===== config.mk =====
export PLATFORM = sky130hd
export DESIGN_NAME = multicycle_processor
export DESIGN_NICKNAME = d
export VERILOG_FILES = /design/src/rtl/mc_pkg.sv /design/src/rtl/alu.sv /design/src/rtl/extend.sv /design/src/rtl/mc_fsm.sv /design/src/rtl/regfileDB.sv /design/src/rtl/multicycle_processor.sv
export SDC_FILE = /design/constraint.sdc
export NUM_CORES = 2
export LEC_CHECK = 0
export CORE_MARGIN = 2
export CORE_UTILIZATION = 30
export DETAILED_ROUTE_END_ITERATION = 10
export PLACE_DENSITY = 0.57
export SLEW_MARGIN = 20
export SYNTH_ARGS = -nofsm -noshare
export SYNTH_HDL_FRONTEND = slang
export SYNTH_SLANG_ARGS = --single-unit

===== constraint.sdc =====
create_clock -name clk -period 7.28 [get_ports clk]
set_clock_uncertainty 0.05 [all_clocks]
set_input_delay 1.456 -clock clk [delete_from_list [all_inputs] [get_ports clk]]
set_output_delay 1.456 -clock clk [all_outputs]
set_load 0.01 [all_outputs]

===== src/rtl/mc_pkg.sv =====
// Shared types and encodings for the multicycle ARM-subset core.
// State encodings are visible on state_dbg, so their values must stay fixed.
package mc_pkg;

    typedef enum logic [3:0] {
        RST      = 4'd0,
        FETCH    = 4'd1,
        DECODE   = 4'd2,
        MEMADR   = 4'd3,
        MEMREAD  = 4'd4,
        MEMWB    = 4'd5,
        MEMWRITE = 4'd6,
        EXECR    = 4'd7,
        EXECI    = 4'd8,
        ALUWB    = 4'd9,
        BRANCH   = 4'd10
    } state_t;

    typedef enum logic [1:0] {
        ALU_ADD = 2'b00,
        ALU_SUB = 2'b01,
        ALU_AND = 2'b10,
        ALU_ORR = 2'b11
    } alu_ctrl_t;

    localparam logic [1:0] OP_DP  = 2'b00;
    localparam logic [1:0] OP_MEM = 2'b01;
    localparam logic [1:0] OP_BR  = 2'b10;

    localparam logic [3:0] CMD_AND = 4'b0000;
    localparam logic [3:0] CMD_SUB = 4'b0010;
    localparam logic [3:0] CMD_ADD = 4'b0100;
    localparam logic [3:0] CMD_ORR = 4'b1100;

    localparam logic [3:0] COND_EQ = 4'h0;
    localparam logic [3:0] COND_NE = 4'h1;
    localparam logic [3:0] COND_CS = 4'h2;
    localparam logic [3:0] COND_CC = 4'h3;
    localparam logic [3:0] COND_MI = 4'h4;
    localparam logic [3:0] COND_PL = 4'h5;
    localparam logic [3:0] COND_VS = 4'h6;
    localparam logic [3:0] COND_VC = 4'h7;
    localparam logic [3:0] COND_HI = 4'h8;
    localparam logic [3:0] COND_LS = 4'h9;
    localparam logic [3:0] COND_GE = 4'hA;
    localparam logic [3:0] COND_LT = 4'hB;
    localparam logic [3:0] COND_GT = 4'hC;
    localparam logic [3:0] COND_LE = 4'hD;
    localparam logic [3:0] COND_AL = 4'hE;

endpackage


===== src/rtl/alu.sv =====
// 32-bit ALU: ADD/SUB/AND/ORR with NZCV flags {N,Z,C,V}.
// C is carry-out for add and NOT borrow for sub; logical ops clear C and V.
module alu
    import mc_pkg::*;
(
    input  logic [31:0] a,
    input  logic [31:0] b,
    input  logic [1:0]  alu_ctrl,
    output logic [31:0] result,
    output logic [3:0]  flags
);

    logic [32:0] sum;
    logic        carry;
    logic        overflow;

    // NOTE: every output of a combinational block gets a default first, so no path can infer a latch.
    always_comb begin
        sum      = '0;
        result   = '0;
        carry    = 1'b0;
        overflow = 1'b0;
        case (alu_ctrl)
            ALU_ADD: begin
                sum      = {1'b0, a} + {1'b0, b};
                result   = sum[31:0];
                carry    = sum[32];
                overflow = (a[31] == b[31]) && (result[31] != a[31]);
            end
            ALU_SUB: begin
                sum      = {1'b0, a} + {1'b0, ~b} + 33'd1;
                result   = sum[31:0];
                carry    = sum[32];
                overflow = (a[31] != b[31]) && (result[31] != a[31]);
            end
            ALU_AND: result = a & b;
            ALU_ORR: result = a | b;
            default: result = '0;
        endcase
    end

    assign flags = {result[31], (result == 32'd0), carry, overflow};

endmodule


===== src/rtl/extend.sv =====
// Immediate extender: rotated imm8 (data-processing), zero-extended imm12
// (load/store) and sign-extended word offset imm24 (branch).
module extend
    import mc_pkg::*;
(
    input  logic [23:0] instr,
    input  logic [1:0]  imm_src,
    output logic [31:0] ext_imm
);

    logic [4:0]  rot_amt;
    logic [63:0] rot_full;

    // Right-rotate by doubling the word and shifting; the low half is the result.
    assign rot_amt  = {instr[11:8], 1'b0};
    assign rot_full = {24'd0, instr[7:0], 24'd0, instr[7:0]} >> rot_amt;

    always_comb begin
        ext_imm = '0;
        case (imm_src)
            OP_DP:   ext_imm = rot_full[31:0];
            OP_MEM:  ext_imm = {20'd0, instr[11:0]};
            OP_BR:   ext_imm = {{6{instr[23]}}, instr[23:0], 2'b00};
            default: ext_imm = '0;
        endcase
    end

endmodule


===== src/rtl/mc_fsm.sv =====
// Multicycle control FSM: state register, next-state logic, control outputs
// and the condition-code check against the registered NZCV flags.
module mc_fsm
    import mc_pkg::*;
(
    input  logic       clk,
    input  logic       reset,
    input  logic [3:0] cond,
    input  logic [1:0] op,
    input  logic [5:0] funct,
    input  logic [3:0] rd,
    input  logic [3:0] flags,
    input  logic       mem_ready,
    output logic [3:0] state_dbg,
    output logic       mem_req,
    output logic       mem_we,
    output logic       adr_pc,
    output logic       ir_write,
    output logic       ab_write,
    output logic       aluout_write,
    output logic       alu_src_imm,
    output logic [1:0] alu_ctrl,
    output logic       flags_write,
    output logic       data_write,
    output logic       reg_write,
    output logic       reg_src_data,
    output logic       pc_write_alu,
    output logic       pc_branch
);

    state_t    state, next_state;
    logic      cond_ok, op_ok, cmd_ok;
    logic      n, z, c, v;
    logic [3:0] cmd;
    alu_ctrl_t dp_ctrl;

    assign {n, z, c, v} = flags;
    assign cmd          = funct[4:1];

    always_ff @(posedge clk) begin
        if (reset) state <= RST;
        else       state <= next_state;
    end

    always_comb begin
        cond_ok = 1'b0;
        case (cond)
            COND_EQ: cond_ok = z;
            COND_NE: cond_ok = !z;
            COND_CS: cond_ok = c;
            COND_CC: cond_ok = !c;
            COND_MI: cond_ok = n;
            COND_PL: cond_ok = !n;
            COND_VS: cond_ok = v;
            COND_VC: cond_ok = !v;
            COND_HI: cond_ok = c && !z;
            COND_LS: cond_ok = !c || z;
            COND_GE: cond_ok = (n == v);
            COND_LT: cond_ok = (n != v);
            COND_GT: cond_ok = !z && (n == v);
            COND_LE: cond_ok = z || (n != v);
            COND_AL: cond_ok = 1'b1;
            default: cond_ok = 1'b0;
        endcase
    end

    // Data-processing commands outside the subset are skipped like a failed condition.
    always_comb begin
        cmd_ok  = 1'b1;
        dp_ctrl = ALU_ADD;
        case (cmd)
            CMD_ADD: dp_ctrl = ALU_ADD;
            CMD_SUB: dp_ctrl = ALU_SUB;
            CMD_AND: dp_ctrl = ALU_AND;
            CMD_ORR: dp_ctrl = ALU_ORR;
            default: cmd_ok  = 1'b0;
        endcase
    end

    assign op_ok = (op == OP_MEM) || (op == OP_BR) || ((op == OP_DP) && cmd_ok);

    always_comb begin
        next_state   = state;
        mem_req      = 1'b0;
        mem_we       = 1'b0;
        adr_pc       = 1'b0;
        ir_write     = 1'b0;
        ab_write     = 1'b0;
        aluout_write = 1'b0;
        alu_src_imm  = 1'b0;
        alu_ctrl     = ALU_ADD;
        flags_write  = 1'b0;
        data_write   = 1'b0;
        reg_write    = 1'b0;
        reg_src_data = 1'b0;
        pc_write_alu = 1'b0;
        pc_branch    = 1'b0;
        case (state)
            RST: next_state = FETCH;
            FETCH: begin
                mem_req = 1'b1;
                adr_pc  = 1'b1;
                if (mem_ready) begin
                    ir_write   = 1'b1;
                    next_state = DECODE;
                end
            end
            DECODE: begin
                ab_write = 1'b1;
                if (!cond_ok || !op_ok) next_state = FETCH;
                else if (op == OP_MEM)  next_state = MEMADR;
                else if (op == OP_BR)   next_state = BRANCH;
                else                    next_state = funct[5] ? EXECI : EXECR;
            end
            MEMADR: begin
                aluout_write = 1'b1;
                alu_src_imm  = 1'b1;
                next_state   = funct[0] ? MEMREAD : MEMWRITE;
            end
            MEMREAD: begin
                mem_req = 1'b1;
                if (mem_ready) begin
                    data_write = 1'b1;
                    next_state = MEMWB;
                end
            end
            MEMWB: begin
                reg_write    = 1'b1;
                reg_src_data = 1'b1;
                next_state   = FETCH;
            end
            MEMWRITE: begin
                mem_req = 1'b1;
                mem_we  = 1'b1;
                if (mem_ready) next_state = FETCH;
            end
            EXECR, EXECI: begin
                aluout_write = 1'b1;
                alu_src_imm  = (state == EXECI);
                alu_ctrl     = dp_ctrl;
                flags_write  = funct[0];
                next_state   = ALUWB;
            end
            ALUWB: begin
                reg_write    = 1'b1;
                pc_write_alu = (rd == 4'hF);
                next_state   = FETCH;
            end
            BRANCH: begin
                pc_branch  = 1'b1;
                next_state = FETCH;
            end
            default: next_state = RST;
        endcase
    end

    assign state_dbg = state;

endmodule


===== src/rtl/regfileDB.sv =====
// R0-R14 register file with two read ports, one write port and a debug read port.
// R15 is not stored: reads return the caller-supplied PC-relative values.
module regfileDB (
    input  logic        clk,
    input  logic        reset,
    input  logic        we3,
    input  logic [3:0]  ra1,
    input  logic [3:0]  ra2,
    input  logic [3:0]  wa3,
    input  logic [31:0] wd3,
    input  logic [31:0] r15,
    input  logic [31:0] r15_db,
    input  logic [3:0]  DBtheReg,
    output logic [31:0] rd1,
    output logic [31:0] rd2,
    output logic [31:0] DBtheRegVal
);

    logic [31:0] rf [0:15];

    // NOTE: sequential state uses non-blocking assignments so all registers update together at the edge.
    // NOTE: this array is reset explicitly because software relies on registers reading zero after reset.
    always_ff @(posedge clk) begin
        if (reset) begin
            for (int i = 0; i < 16; i++) rf[i] <= '0;
        end else if (we3 && (wa3 != 4'hF)) begin
            rf[wa3] <= wd3;
        end
    end

    assign rd1         = (ra1 == 4'hF)      ? r15    : rf[ra1];
    assign rd2         = (ra2 == 4'hF)      ? r15    : rf[ra2];
    assign DBtheRegVal = (DBtheReg == 4'hF) ? r15_db : rf[DBtheReg];

endmodule


===== src/rtl/multicycle_processor.sv =====
// Multicycle ARM-subset core on a single req/ready memory port with
// conditional execution, configurable reset vector and address width.
module multicycle_processor
    import mc_pkg::*;
#(
    parameter int          ADDR_W       = 32,
    parameter logic [31:0] RESET_VECTOR = 32'h0
) (
    input  logic              clk,
    input  logic              reset,
    output logic              mem_req,
    output logic              mem_we,
    output logic [ADDR_W-1:0] mem_addr,
    output logic [31:0]       mem_wdata,
    input  logic [31:0]       mem_rdata,
    input  logic              mem_ready,
    input  logic [3:0]        DBtheReg,
    output logic [31:0]       DBtheRegVal,
    output logic [31:0]       machineValue,
    output logic [3:0]        state_dbg
);

    logic [31:0] pc, ir, a_reg, b_reg, alu_out, data_reg;
    logic [3:0]  flags;

    logic        adr_pc, ir_write, ab_write, aluout_write, alu_src_imm;
    logic        flags_write, data_write, reg_write, reg_src_data;
    logic        pc_write_alu, pc_branch;
    logic [1:0]  alu_ctrl;

    logic [31:0] rd1, rd2, ext_imm, alu_b, alu_result, addr_full;
    logic [3:0]  alu_flags, ra2;

    mc_fsm u_fsm (
        .clk          (clk),
        .reset        (reset),
        .cond         (ir[31:28]),
        .op           (ir[27:26]),
        .funct        (ir[25:20]),
        .rd           (ir[15:12]),
        .flags        (flags),
        .mem_ready    (mem_ready),
        .state_dbg    (state_dbg),
        .mem_req      (mem_req),
        .mem_we       (mem_we),
        .adr_pc       (adr_pc),
        .ir_write     (ir_write),
        .ab_write     (ab_write),
        .aluout_write (aluout_write),
        .alu_src_imm  (alu_src_imm),
        .alu_ctrl     (alu_ctrl),
        .flags_write  (flags_write),
        .data_write   (data_write),
        .reg_write    (reg_write),
        .reg_src_data (reg_src_data),
        .pc_write_alu (pc_write_alu),
        .pc_branch    (pc_branch)
    );

    // Stores read Rd on the second port; data-processing reads Rm.
    assign ra2 = (ir[27:26] == OP_MEM) ? ir[15:12] : ir[3:0];

    // PC already points at instr+4 after fetch, so R15 as an operand is PC+4.
    regfileDB u_rf (
        .clk         (clk),
        .reset       (reset),
        .we3         (reg_write),
        .ra1         (ir[19:16]),
        .ra2         (ra2),
        .wa3         (ir[15:12]),
        .wd3         (reg_src_data ? data_reg : alu_out),
        .r15         (pc + 32'd4),
        .r15_db      (pc + 32'd8),
        .DBtheReg    (DBtheReg),
        .rd1         (rd1),
        .rd2         (rd2),
        .DBtheRegVal (DBtheRegVal)
    );

    extend u_ext (
        .instr   (ir[23:0]),
        .imm_src (ir[27:26]),
        .ext_imm (ext_imm)
    );

    assign alu_b = alu_src_imm ? ext_imm : b_reg;

    alu u_alu (
        .a        (a_reg),
        .b        (alu_b),
        .alu_ctrl (alu_ctrl),
        .result   (alu_result),
        .flags    (alu_flags)
    );

    always_ff @(posedge clk) begin
        if (reset) begin
            pc       <= RESET_VECTOR;
            ir       <= '0;
            a_reg    <= '0;
            b_reg    <= '0;
            alu_out  <= '0;
            data_reg <= '0;
            flags    <= '0;
        end else begin
            if (ir_write)          pc <= pc + 32'd4;
            else if (pc_branch)    pc <= pc + 32'd4 + ext_imm;
            else if (pc_write_alu) pc <= alu_out;
            if (ir_write)     ir       <= mem_rdata;
            if (ab_write)     a_reg    <= rd1;
            if (ab_write)     b_reg    <= rd2;
            if (aluout_write) alu_out  <= alu_result;
            if (data_write)   data_reg <= mem_rdata;
            if (flags_write)  flags    <= alu_flags;
        end
    end

    // Address sources hold still across wait states: PC and ALUOut only change on completion.
    assign addr_full    = adr_pc ? pc : alu_out;
    assign mem_addr     = addr_full[ADDR_W-1:0];
    assign mem_wdata    = b_reg;
    assign machineValue = ir;

endmodule

==> run metrics <==
Setup TNS=0 ns; leading cell type in the layout, fill and taps excluded=sky130_fd_sc_hd__nor2_1; total of max-cap violations=0; initial cell density of the core=0.303; Inserted Clock Buffers=84; post-synthesis compound-gate area fraction=0.137; combined area of all synthesized cells=0.0474 mm²; pre-CTS setup slack=~0.86 ns; first-pass iteration count of the detailed router=10; RSZ-0062 raised after global routing=no; startpoint of the most critical setup path=DBtheReg[1]; die outline width=roughly 400 µm; count of buffer and inverter cells on the critical path=4; Yosys warning count=0; post-route ant nets=0; FMAX=~150 MHz; Critical Path Slowest Stage Cell=sky130_fd_sc_hd__a221oi_1; total vias in the final route=between 40k and 50k; postcts setup bufs=0; min Tclk post-route=6.55 ns; clock slew at reported path FFs=approximately 0.060 ns; Routed WL per cell=just over 30 µm; Detailed Route Iter0 Violations=about 5.5k; Syn-to-layout area delta=15.0%; proportion of layout cells with a drive suffix above 1=0.183; slew at the pin closest to its max-slew limit=about 1.3 ns; delay of the slowest cell on the worst path=between 0.8 and 0.9 ns; category of the worst setup path capture point=output port; type of element launching the critical path=input port; share of cell area taken by muxes after synthesis=0.217; largest net degree at the start of global routing=102; number of standard cells after synthesis=~4.5k; CTS root buf=sky130_fd_sc_hd__clkbuf_16; largest buffer count on any clock path=3; Data required, critical path=around 5.8 ns; hold-fix buffer count after cts=0; ports placed on the boundary=173; final HPWL from detailed placement=approximately 140 mm; clock tree from TritonCTS=done; Yosys cell types=99; total track usage=0.250; total length of routed wires=between 200 and 250 mm; global-route wire length before repair=a little under 300 mm; number of nets in the final layout=4746; via/cell ratio=around 6.1; die height=402 µm; remaining global-route overflow=0; number of synthesized flops with an enable pin=just over 500; Sinks on Clock Net=716; number of gates resized after cts=0; post-route setup slack=0.733 ns; number of antenna violations at the first check in global routing=8; vias in the first global route=between 30k and 40k; largest fanout of any net on the critical path=30; final setup violation count=0; xor/xnor cell area share of the yosys netlist=0.0157; adder-cell area share of the yosys netlist=0.0363; largest family of logic cells by synthesized area=multiplexers; H-tree levels=3; worst hold path type=flop to flop; CORE AREA=0.157 mm²; worst skew pair latency=roughly 0.72 ns; Period Utilization, post-route=0.899; most repeated library cell on the critical path=sky130_fd_sc_hd__buf_4; quantity of I/O buffers inserted on ports=approximately 170; Biggest register=u_rf.rf; share of async-settable or async-resettable flops after synthesis=0; CP top delay family=buffers and inverters; most frequent cells in the layout=713 x sky130_fd_sc_hd__nor2_1, 512 x sky130_fd_sc_hd__edfxtp_1, 482 x sky130_fd_sc_hd__nand2_1, 371 x sky130_fd_sc_hd__mux4_2, 264 x sky130_fd_sc_hd__a21oi_1; synthesis-stage register bit count=716; origin of the worst min-delay path=data_reg[20]; weighted congestion at the end of routability-driven global placement=around 0.95; reg-to-reg critical path startpoint=machineValue[9]; crit path cell chain=buf_6 > nand2b_1 > buf_4 > o22ai_1 > nand2_1 > o21ai_0 > a221oi_1 > buf_4 > clkdlybuf4s50_1; Final Hold Fails=0; pwr dens=203 mW/mm²; Top FF cell, synth=sky130_fd_sc_hd__edfxtp_1; die area=around 0.16 mm²; fraction of the yosys area taken by sequential cells=0.410; final number of max-transition violations=0; number of flip-flops under the largest register name=between 500 and 600; worst slew margin relative to its limit=0.120; data arrival time of the critical path=5.04 ns; remaining design rule violation count=0; mean instance size in the synthesized netlist=between 10 and 15 µm²; class of the most critical setup path=input port to output port; row count=145; worst ir drop on vdd=~0.18 mV; status=finished clean; Post-Synth Simple-Gate Area=0.139; leakage power=about 18 nW
-- power by group --
part           leakage, nW  switching [mW]  internal [mW]  total (mW)
Combinational         9.69            1.25          0.779        2.03
Sequential            6.92           0.184           4.51        4.69
Clock                 1.35            1.89           2.45        4.34
-- through the flow --
stage	util	area (µm²)	std cells	hold WS, ns	power [mW]
after CTS	0.348	54500	6697	0.410	11.1
after global placement	0.331	51800	6543	0.392	6.75
after global routing	0.349	54600	6697	0.431	11.3
final	0.349	54600	6698	0.409	11.1
after detailed placement	0.331	51800	6543	0.401	6.76
after floorplan	-	47600	4578	0.386	5.90
-- final cells by class --
| cell class | instances | area, µm² |
|---|---|---|
| fillers | 15600 | 102000 |
| multi-input cells | 3322 | 26300 |
| flip-flops and latches | 716 | 19500 |
| repair buffers | 327 | 3000 |
| well taps | 2058 | 2570 |
| clock buffers | 113 | 2290 |
| clock inverters | 41 | 473 |
| inverters | 120 | 450 |
| diodes | 1 | 2.50 |
-- worst min-delay path, stage by stage, from the launching register on --
cell and delay [ns]:
sky130_fd_sc_hd__dfxtp_1 0.31, sky130_fd_sc_hd__nand2_1 0.05, sky130_fd_sc_hd__a21oi_1 0.05
-- worst paths after layout --
kind                          end  slack (ns)  depth (start not counted)
hold reg to reg      data_reg[20]        0.41                          2
setup reg to reg         flags[2]        0.74                         20
setup / recovery  DBtheRegVal[20]        0.73                          9
hold / removal       data_reg[20]        0.41                          2
-- synth_stat cells, types with 88 or more instances --
cell type,instances,area share
sky130_fd_sc_hd__dfxtp_1,204,0.086
sky130_fd_sc_hd__clkbuf_1,350,0.028
sky130_fd_sc_hd__o21ai_0,117,0.012
sky130_fd_sc_hd__a21oi_1,265,0.028
sky130_fd_sc_hd__nor3_1,88,0.0093
sky130_fd_sc_hd__a211oi_1,129,0.020
sky130_fd_sc_hd__nor2_1,716,0.057
sky130_fd_sc_hd__edfxtp_1,512,0.32
sky130_fd_sc_hd__nand2_1,507,0.040
sky130_fd_sc_hd__mux4_2,371,0.18
sky130_fd_sc_hd__ha_1,133,0.035
sky130_fd_sc_hd__inv_1,119,0.0094
sky130_fd_sc_hd__mux2_2,97,0.023
-- per-layer routing --
metal  share of wire  wire length, µm  GRT usage  up-vias
li1                -                -          -    17200
met1            0.39            80300      0.328    20500
met2            0.45            93800      0.389     2739
met3            0.11            22600     0.0550      552
met4           0.055            11500      0.121        6
met5         0.00016               34          0        -
-- kinds of logic after synthesis --
kind of cell               Yosys count
and+or+nand+nor                   1554
muxes                              553
AOI/OAI and AO/OA                  962
other                                1
xor gates and xnor gates            85
adders and majority gates          136
DFF                                716
buffers and inverters              540
(Power assumes the default switching activity.)
